--- src/rtl/program_loader_pkg.sv ---
// program_loader_pkg
//   Shared definitions for the boot-time program loader: FSM state encodings
//   and the number of stream bytes packed into one memory word.
package program_loader_pkg;

    localparam logic [2:0] LD_IDLE  = 3'd0;
    localparam logic [2:0] LD_RECV  = 3'd1;
    localparam logic [2:0] LD_WRITE = 3'd2;
    localparam logic [2:0] LD_HOLD  = 3'd3;
    localparam logic [2:0] LD_RUN   = 3'd4;

    localparam int BYTES_PER_WORD = 4;

endpackage

--- src/rtl/program_loader_word_packer.sv ---
// word_packer
//   Packs stream bytes MSB-first into a 32-bit word.
//   Ports:
//     clk, reset     clock, synchronous active-high reset
//     clear_i        drop any partial word and restart at byte 0
//     push_i         a byte is being accepted this cycle
//     byte_i         the byte being accepted
//     word_o         packed word including the byte currently pushed
//     word_full_o    this push completes a word
module word_packer
    import program_loader_pkg::*;
(
    input  logic        clk,
    input  logic        reset,
    input  logic        clear_i,
    input  logic        push_i,
    input  logic [7:0]  byte_i,
    output logic [31:0] word_o,
    output logic        word_full_o
);

    // Only the first three bytes are stored; the fourth is taken straight
    // from the stream so the finished word is available in the cycle it
    // completes and can be registered for the WRITE cycle that follows.
    logic [23:0] shift_q;
    logic [1:0]  cnt_q;

    always_ff @(posedge clk) begin
        if (reset || clear_i) begin
            shift_q <= '0;
            cnt_q   <= '0;
        end else if (push_i) begin
            shift_q <= {shift_q[15:0], byte_i};
            cnt_q   <= cnt_q + 2'd1;   // wraps 3 -> 0 at word boundary
        end
    end

    assign word_o      = {shift_q, byte_i};
    assign word_full_o = push_i && (cnt_q == 2'(BYTES_PER_WORD - 1));

endmodule

--- src/rtl/program_loader.sv ---
// program_loader
//   Boot-time writer for the CPU's unified memory. Accepts a byte stream,
//   packs 4 bytes MSB-first per word, writes words to consecutive word
//   addresses from 0, and holds the CPU in reset until the load completes.
//   Ports:
//     clk, reset          clock, synchronous active-high reset
//     load_start_i        pulse: start a load of load_len_i words (IDLE/RUN only)
//     load_len_i          number of words to load
//     byte_in_i/valid_i   stream byte and its valid
//     byte_ready_o        stream byte accepted this cycle when valid
//     mem_wr_en_o/addr_o/data_o   memory write port
//     cpu_reset_o         CPU reset, low only in RUN
//     busy_o              load in progress (RECV, WRITE, HOLD)
//     checksum_o          XOR of the words written by the current load
//   All outputs are registered and derived from the next state.
module program_loader
    import program_loader_pkg::*;
#(
    parameter int ADDR_WIDTH = 10,
    parameter int RESET_HOLD = 2     // 1..15
) (
    input  logic                  clk,
    input  logic                  reset,
    input  logic                  load_start_i,
    input  logic [ADDR_WIDTH:0]   load_len_i,
    input  logic [7:0]            byte_in_i,
    input  logic                  byte_valid_i,
    output logic                  byte_ready_o,
    output logic                  mem_wr_en_o,
    output logic [ADDR_WIDTH-1:0] mem_wr_addr_o,
    output logic [31:0]           mem_wr_data_o,
    output logic                  cpu_reset_o,
    output logic                  busy_o,
    output logic [31:0]           checksum_o
);

    logic [2:0]            state_q, state_d;
    logic [ADDR_WIDTH:0]   len_q, len_d;
    logic [ADDR_WIDTH:0]   wcnt_q, wcnt_d, wcnt_inc;
    logic [ADDR_WIDTH-1:0] addr_q, addr_d;
    logic [3:0]            hold_q, hold_d;
    logic [31:0]           csum_q, csum_d;
    logic [31:0]           data_q, data_d;
    logic                  ready_q, wr_en_q, cpu_reset_q, busy_q;

    logic                  start, push, word_full;
    logic [31:0]           word;

    word_packer u_packer (
        .clk         (clk),
        .reset       (reset),
        .clear_i     (start),
        .push_i      (push),
        .byte_i      (byte_in_i),
        .word_o      (word),
        .word_full_o (word_full)
    );

    assign wcnt_inc = wcnt_q + {{ADDR_WIDTH{1'b0}}, 1'b1};

    always_comb begin
        state_d = state_q;
        len_d   = len_q;
        wcnt_d  = wcnt_q;
        addr_d  = addr_q;
        hold_d  = hold_q;
        csum_d  = csum_q;
        data_d  = data_q;
        start   = 1'b0;
        push    = 1'b0;
        case (state_q)
            LD_IDLE, LD_RUN: begin
                if (load_start_i) begin
                    start   = 1'b1;
                    len_d   = load_len_i;
                    wcnt_d  = '0;
                    addr_d  = '0;
                    hold_d  = '0;
                    csum_d  = '0;
                    state_d = (load_len_i == '0) ? LD_HOLD : LD_RECV;
                end
            end
            LD_RECV: begin
                // ready_q is the registered byte_ready output, so the
                // handshake matches what the source sees.
                push = byte_valid_i && ready_q;
                if (word_full) begin
                    data_d  = word;
                    state_d = LD_WRITE;
                end
            end
            LD_WRITE: begin
                csum_d = csum_q ^ data_q;
                addr_d = addr_q + 1'b1;      // natural wrap at 2^ADDR_WIDTH
                wcnt_d = wcnt_inc;
                if (wcnt_inc == len_q) begin
                    hold_d  = '0;
                    state_d = LD_HOLD;
                end else begin
                    state_d = LD_RECV;
                end
            end
            LD_HOLD: begin
                if (hold_q == 4'(RESET_HOLD - 1)) state_d = LD_RUN;
                else                              hold_d  = hold_q + 4'd1;
            end
            default: state_d = LD_IDLE;
        endcase
    end

    always_ff @(posedge clk) begin
        if (reset) begin
            state_q     <= LD_IDLE;
            len_q       <= '0;
            wcnt_q      <= '0;
            addr_q      <= '0;
            hold_q      <= '0;
            csum_q      <= '0;
            data_q      <= '0;
            ready_q     <= 1'b0;
            wr_en_q     <= 1'b0;
            cpu_reset_q <= 1'b1;
            busy_q      <= 1'b0;
        end else begin
            state_q     <= state_d;
            len_q       <= len_d;
            wcnt_q      <= wcnt_d;
            addr_q      <= addr_d;
            hold_q      <= hold_d;
            csum_q      <= csum_d;
            data_q      <= data_d;
            ready_q     <= (state_d == LD_RECV);
            wr_en_q     <= (state_d == LD_WRITE);
            cpu_reset_q <= (state_d != LD_RUN);
            busy_q      <= (state_d == LD_RECV) || (state_d == LD_WRITE) ||
                           (state_d == LD_HOLD);
        end
    end

    assign byte_ready_o  = ready_q;
    assign mem_wr_en_o   = wr_en_q;
    assign mem_wr_addr_o = addr_q;
    assign mem_wr_data_o = data_q;
    assign cpu_reset_o   = cpu_reset_q;
    assign busy_o        = busy_q;
    assign checksum_o    = csum_q;

endmodule
--- config.mk ---
export PLATFORM = sky130hd
export DESIGN_NAME = program_loader
export DESIGN_NICKNAME = d
export VERILOG_FILES = /design/src/rtl/program_loader_pkg.sv /design/src/rtl/program_loader_word_packer.sv /design/src/rtl/program_loader.sv
export SDC_FILE = /design/constraint.sdc
export NUM_CORES = 1
export LEC_CHECK = 0
export ABC_AREA = 1
export BUFFER_PORTS_ARGS = -buffer_cell sky130_fd_sc_hd__buf_2
export CELL_PAD_IN_SITES_DETAIL_PLACEMENT = 0
export CELL_PAD_IN_SITES_GLOBAL_PLACEMENT = 1
export CORE_ASPECT_RATIO = 0.75
export CORE_MARGIN = 4
export CORE_UTILIZATION = 42
export CTS_BUF_LIST = sky130_fd_sc_hd__clkbuf_4
export CTS_CLUSTER_DIAMETER = 30
export CTS_CLUSTER_SIZE = 40
export DETAILED_ROUTE_END_ITERATION = 8
export PLACE_DENSITY_LB_ADDON = 0.05
export SKIP_LAST_GASP = 1
export SLEW_MARGIN = 20
export SYNTH_ARGS = -nofsm -noshare
export SYNTH_HDL_FRONTEND = slang
export SYNTH_SLANG_ARGS = --single-unit
--- constraint.sdc ---
create_clock -name clk -period 2.1 [get_ports clk]
set_input_delay 0.105 -clock clk [delete_from_list [all_inputs] [get_ports clk]]
set_output_delay 0.105 -clock clk [all_outputs]
set_load 0.01 [all_outputs]
Word-level counts from Yosys, hierarchy flattened
Cells that the tools add are included.
{"block": "totals", "reg_bits": 133, "in_bits": 23, "word_cells": 65}
{"block": "op_classes", "add_sub_neg": 4, "eq_ne": 14, "muxes": 19, "n_bitwise": 1, "n_reduce_logical": 14}
{"cell": "32-bit case mux with 2 select lines", "n": 1}
{"cell": "32-bit two-way mux", "n": 1}
{"cell": "32-bit bitwise XOR", "n": 1}
{"cell": "11-bit case mux with 2 select lines", "n": 1}
{"cell": "10-bit case mux with 2 select lines", "n": 1}
{"cell": "3-bit by 2-bit == test with 1-bit output (second input constant)", "n": 4}
{"cell": "4-bit two-way mux", "n": 3}
{"cell": "3-bit case mux with 4 select lines", "n": 1}
{"cell": "4-bit case mux with 3 select lines", "n": 1}
{"cell": "11-bit by 1-bit adder with 11-bit output (second input constant)", "n": 1}
{"cell": "11-bit == test", "n": 1}
{"cell": "11-bit zero test", "n": 1}
{"cell": "11-bit two-way mux", "n": 1}
{"cell": "10-bit by 1-bit adder with 10-bit output (second input constant)", "n": 1}
{"cell": "10-bit two-way mux", "n": 1}
{"cell": "3-bit two-way mux", "n": 3}
{"cell": "3-bit by 1-bit == test with 1-bit output (second input constant)", "n": 2}
{"cell": "2-bit inequality test (second input constant)", "n": 3}
{"cell": "2-bit AND reduction", "n": 3}
{"cell": "4-bit by 1-bit adder with 4-bit output (second input constant)", "n": 1}
{"cell": "4-bit by 1-bit == test with 1-bit output (second input constant)", "n": 1}
{"cell": "2-bit two-way mux", "n": 2}
{"cell": "4-bit AND reduction", "n": 1}
{"cell": "3-bit == test (second input constant)", "n": 1}
{"cell": "10 further kinds", "n": 15}

Depth between registers and ports, before layout
{"block": "logic_depth", "word_depth": 8, "mapped_depth": 16, "ltp_nobuf": 16}

Modules after synthesis
From an unflattened synthesis, not the netlist that was laid out.
{"block": "hier_totals", "hier_cells": 832, "hier_area_um2": 5885.6}
{"module": "program_loader", "instances": 1, "cells_each": 657, "area_each_um2": 4723.3}
{"module": "word_packer", "instances": 1, "cells_each": 175, "area_each_um2": 1162.4}

Worst setup path after synthesis
No wires, ideal clock.
{"block": "synth_path", "kind": "flip-flop to flip-flop", "start": "register wcnt_q[0]", "end": "register hold_q[0]", "setup_time_ns": 0.132, "arrival_time_ns": 1.529, "setup_slack_ns": 0.439, "stages_incl_launch_ff": 15, "period_less_slack_ns": 1.661, "path_cell_list": "dfxtp_1 > ha_1 > nand2_2 > o21ai_1 > nand2_1 > nand2_1 > nand2_1 > nor2_1 > nand2_1 > nor2_1 > nand2_1 > nand2_2 > nand2_2 > nand2_1 > a21oi_1"}
{"block": "synth_between", "elab_chain_cells": 4}
{"item": "from (decl)", "line_no": "program_loader.sv:39", "rtl": "logic [ADDR_WIDTH:0] wcnt_q, wcnt_d, wcnt_inc;"}
{"item": "from (signal assigned)", "line_no": "program_loader.sv:127", "rtl": "wcnt_q <= wcnt_d;"}
{"item": "11-bit by 1-bit adder with 11-bit output", "line_no": "program_loader.sv:59", "rtl": "assign wcnt_inc = wcnt_q + {{ADDR_WIDTH{1'b0}}, 1'b1};"}
{"item": "11-bit == test", "line_no": "program_loader.sv:96", "rtl": "if (wcnt_inc == len_q) begin"}
{"item": "2-bit inequality test (no line)"}
{"item": "4-bit AND reduction (no line)"}
{"item": "to (signal assigned)", "line_no": "program_loader.sv:129", "rtl": "hold_q <= hold_d;"}
{"item": "to (decl)", "line_no": "program_loader.sv:41", "rtl": "logic [3:0] hold_q, hold_d;"}
No other way between the ends.
A chain may end at the register's enable or synchronous reset.

Worst setup path in the final report
{"block": "layout_path", "start": "register wcnt_q[0]", "end": "register state_q[1]"}
{"block": "layout_between", "elab_chain_cells": 4}
{"item": "11-bit by 1-bit adder with 11-bit output", "line_no": "program_loader.sv:59"}
{"item": "11-bit == test", "line_no": "program_loader.sv:96"}
{"item": "2-bit two-way mux", "line_no": "program_loader.sv:96"}
{"item": "3-bit case mux with 4 select lines", "line_no": "program_loader.sv:71", "rtl": "case (state_q)"}
{"item": "to (signal assigned)", "line_no": "program_loader.sv:125", "rtl": "state_q <= state_d;"}
{"item": "to (decl)", "line_no": "program_loader.sv:37", "rtl": "logic [2:0] state_q, state_d;"}
No other way between the ends.

==> results.md <==
- Result of the run: finished clean
- Number of gates on the worst path with buffers counted: 13
- Via Count: ~5500
- Vertical die dimension: between 100 and 150 um
- Number of buffers added by the clock tree synthesis step: 17
- PortBufs: 100
- Clock Tree Buf Depth: 2
- Count of flip-flops with a built-in enable after synthesis: 0
- Cell-by-cell listing of the critical path: ha_1, nand2_2, nor2_4, nand3_1, nand2_1, nand2_1, nand2_1, nand2_1, nor3_2, nand3_1, nand2_1, nand2_1, inv_1
- Crit. End Element: flip-flop
- Number of failing setup endpoints in the final timing report: 0
- Most frequent cell on the critical path: nand2_1
- Post-synthesis instance area: roughly 0.0056 mm2
- Wire length of the first global-routing pass: roughly 26000 um
- Post-DRT Antenna Nets: 0
- Maximum VDD drop: between 300 and 400 uV
- Number of antenna violations at the first check in global routing: 0
- Net count, final: ~890
- Worst-skew pair later-pin latency: between 0.5 and 0.6 ns
- Reported max-cap violation count: 0
- Cell types with the highest counts after synthesis: 147 x nand2_1, 133 x dfxtp_1, 87 x a21oi_1
- Wire length after detailed routing: about 16000 um
- Proportion of netlist area held by the largest area contributor: 0.480
- CP Data Required Time: between 2 and 3 ns
- Fin Clk Skew: 0.0112 ns
- Worst Hold Path Cells: 3
- Cell Pwr Density: ~700 mW/mm2
- Clock Sink Count: around 130
- Die Width: approximately 140 um
- Crit Path Category: reg -> reg
- Worst-path cell with the longest stage delay: dfxtp_4
- Area Growth Syn to Fin: 22.7%
- Kind of cell adding the most delay to the critical path: simple AND/OR/NAND/NOR gates
- Pin count of the biggest net entering global routing: about 50
- Routability Congestion: 0.854
- H-Tree Depth: 4
- Cell taking the most area after synthesis: dfxtp_1
- Post-layout minimum cycle time: about 1.9 ns
- Antenna cells: 0
- Starting DRT DRC Count: between 300 and 400
- Via-per-instance ratio: between 5 and 6
- Maximum fanout count along the critical path: 5
- Slew @ Worst Pin: roughly 0.58 ns
- Number of ports placed on the die boundary: 101
- Synthesized area per cell: around 7.5 um2
- Max_slew headroom: 0.613
- Layout cell share with drive strength beyond 1: 0.200
- Vias in the first global route: between 5000 and 6000
- Total buffers and inverters traversed by the critical path: 1
- Peak Freq: approximately 520 MHz
- Cells taking the most area after synthesis: dfxtp_1 48%, nand2_1 9.9%, a21oi_1 7.8%
- Slew Viols, Final: 0
- Count of unique library cells instantiated by Yosys: 36
- Arrival time worst endpoint: 2.38 ns
- Reg2reg path depth: 13
- Number of iterations in the first detailed-routing pass: 7
- Total number of yosys warnings: 0
- Pleak: ~2.8 nW
- Final design area excluding fillers: 0.00681 mm2
- Starting density of the core: 0.428
- CP startpoint kind: flip-flop
- Synthesized net count: around 770
- Final hold vios: 0
- Classification of the worst-slack hold path: in -> reg
- Most used DFF post-synth: dfxtp_1
- Root Buffer: clkbuf_4
- Detailed placement HPWL: 11300 um
- Core box area: between 0.01 and 0.015 mm2
- GRT Overall Usage: 0.217
- Overflow after GRT: 0
- Clk slew on worst S/H paths: ~0.11 ns
- Final routed wire length divided by cell count: approximately 15 um
- Post-route DRC: 0
- Most instantiated library cell after synthesis: nand2_1
- Synth Instances: roughly 740
- Proportion of synthesized flip-flops having asynchronous set or reset: 0
- Total negative slack: 0 ns
- Final clock period utilization by the worst path: 0.910
- TritonCTS clock tree: built
- Placed instance area: approximately 0.0063 mm2
- FF+latch count, synth: between 100 and 150
- Total chip power: approximately 4.8 mW
- Die area: between 0.015 and 0.02 mm2
- Part of the Yosys area used for sequential elements: 0.480
- Worst path max stage delay: approximately 0.38 ns
- Std-Cell Rows: 36
## logic make-up after synthesis
family                   share of synthesized area
AO/OA/AOI/OAI                                0.201
adder cells (fa/ha/maj)                     0.0113
buffers and inverters                       0.0737
XOR/XNOR                                   0.00766
flip-flops                                   0.480
AND/OR/NAND/NOR                              0.227
## metal layers
layer	vias up	share of wire	global-route usage
met5	-	0	0
met4	0	0.0087	0.0553
met3	15	0.064	0.0577
met2	163	0.41	0.312
met1	2547	0.52	0.321
li1	2736	-	-
## repair_timing
action / in CTS / in global routing
buffers inserted: 0 / 2
hold endpoints to repair: 29 / 0
endpoints found under the setup margin: 0 / 7
hold buffers: 21 / 0
gates resized for setup: 0 / 7
## through the flow
stage / utilization / std cells / hold WS, ns / setup WS [ns]
after CTS: 0.523 / 1041 / 0.0439 / 0.0851
after global placement: 0.482 / 988 / 0.368 / 0.168
after floorplan: - / 739 / 0.240 / 0.439
final: 0.525 / 1043 / 0.108 / 0.190
after detailed placement: 0.482 / 988 / 0.372 / 0.120
after global routing: 0.525 / 1043 / 0.0763 / -0.00353
## where the power goes
| group | total (mW) | switching [mW] | leakage, nW | internal, mW |
|---|---|---|---|---|
| combinational | 0.317 | 0.200 | 1.53 | 0.117 |
| clock | 1.88 | 0.917 | 0.173 | 0.967 |
| sequential | 2.57 | 0.0207 | 1.08 | 2.55 |
## sequential cells by signal, summed over array words and instances, names as in the netlist
register / cells
checksum_o: 32
mem_wr_data_o: 32
u_packer.shift_q: 24
len_q: 11
wcnt_q: 11
mem_wr_addr_o: 10
hold_q: 4
state_q: 3
u_packer.cnt_q: 2
busy_o: 1
byte_ready_o: 1
cpu_reset_o: 1
mem_wr_en_o: 1
## cell type report
| cell class | instances | area (um2) |
|---|---|---|
| timing repair buffer | 143 | 876 |
| tap | 171 | 214 |
| sequential | 133 | 2670 |
| clock buffer | 20 | 150 |
| multi-input combinational | 499 | 2500 |
| inverter | 65 | 244 |
| fill | 1308 | 6160 |
| clock inverter | 12 | 160 |
## worst register-to-register path: stages (launching register included)
cell     delay [ns]
dfxtp_4        0.38
ha_1           0.18
nand2_2        0.10
nor2_4         0.19
nand3_1        0.10
nand2_1        0.09
nand2_1        0.07
nand2_1        0.06
nand2_1        0.10
nor3_2         0.23
nand3_1        0.12
nand2_1        0.12
nand2_1        0.08
inv_1          0.07
## final timing paths
path / start / to / slack (ns)
setup / recovery: wcnt_q[0] / state_q[1] / 0.19
hold / removal: reset / wcnt_q[8] / 0.11
setup reg to reg: wcnt_q[0] / state_q[1] / 0.19
hold reg to reg: mem_wr_addr_o[9] / mem_wr_addr_o[9] / 0.47
## cells in the final DEF, fill, tap and decap left out, types with 3 or more instances in the layout
cell type	Yosys	final
o21ai_0	57	57
nor2_4	2	3
o41ai_1	18	18
inv_2	3	3
nor2_2	3	4
a211oi_1	4	4
ha_1	5	5
clkbuf_4	0	20
a21oi_1	87	87
clkinv_1	1	4
bufinv_16	0	4
dlygate4sd3_1	0	21
nand4_1	4	4
nand2_2	6	6
nor3_1	5	4
buf_2	6	100
clkinv_2	0	4
buf_4	0	22
dfxtp_1	133	131
o211ai_1	18	18
nand2_1	147	146
nand3_1	61	61
inv_1	61	61
nor2_1	64	62
No activity file was read; power rests on OpenSTA's default activity.
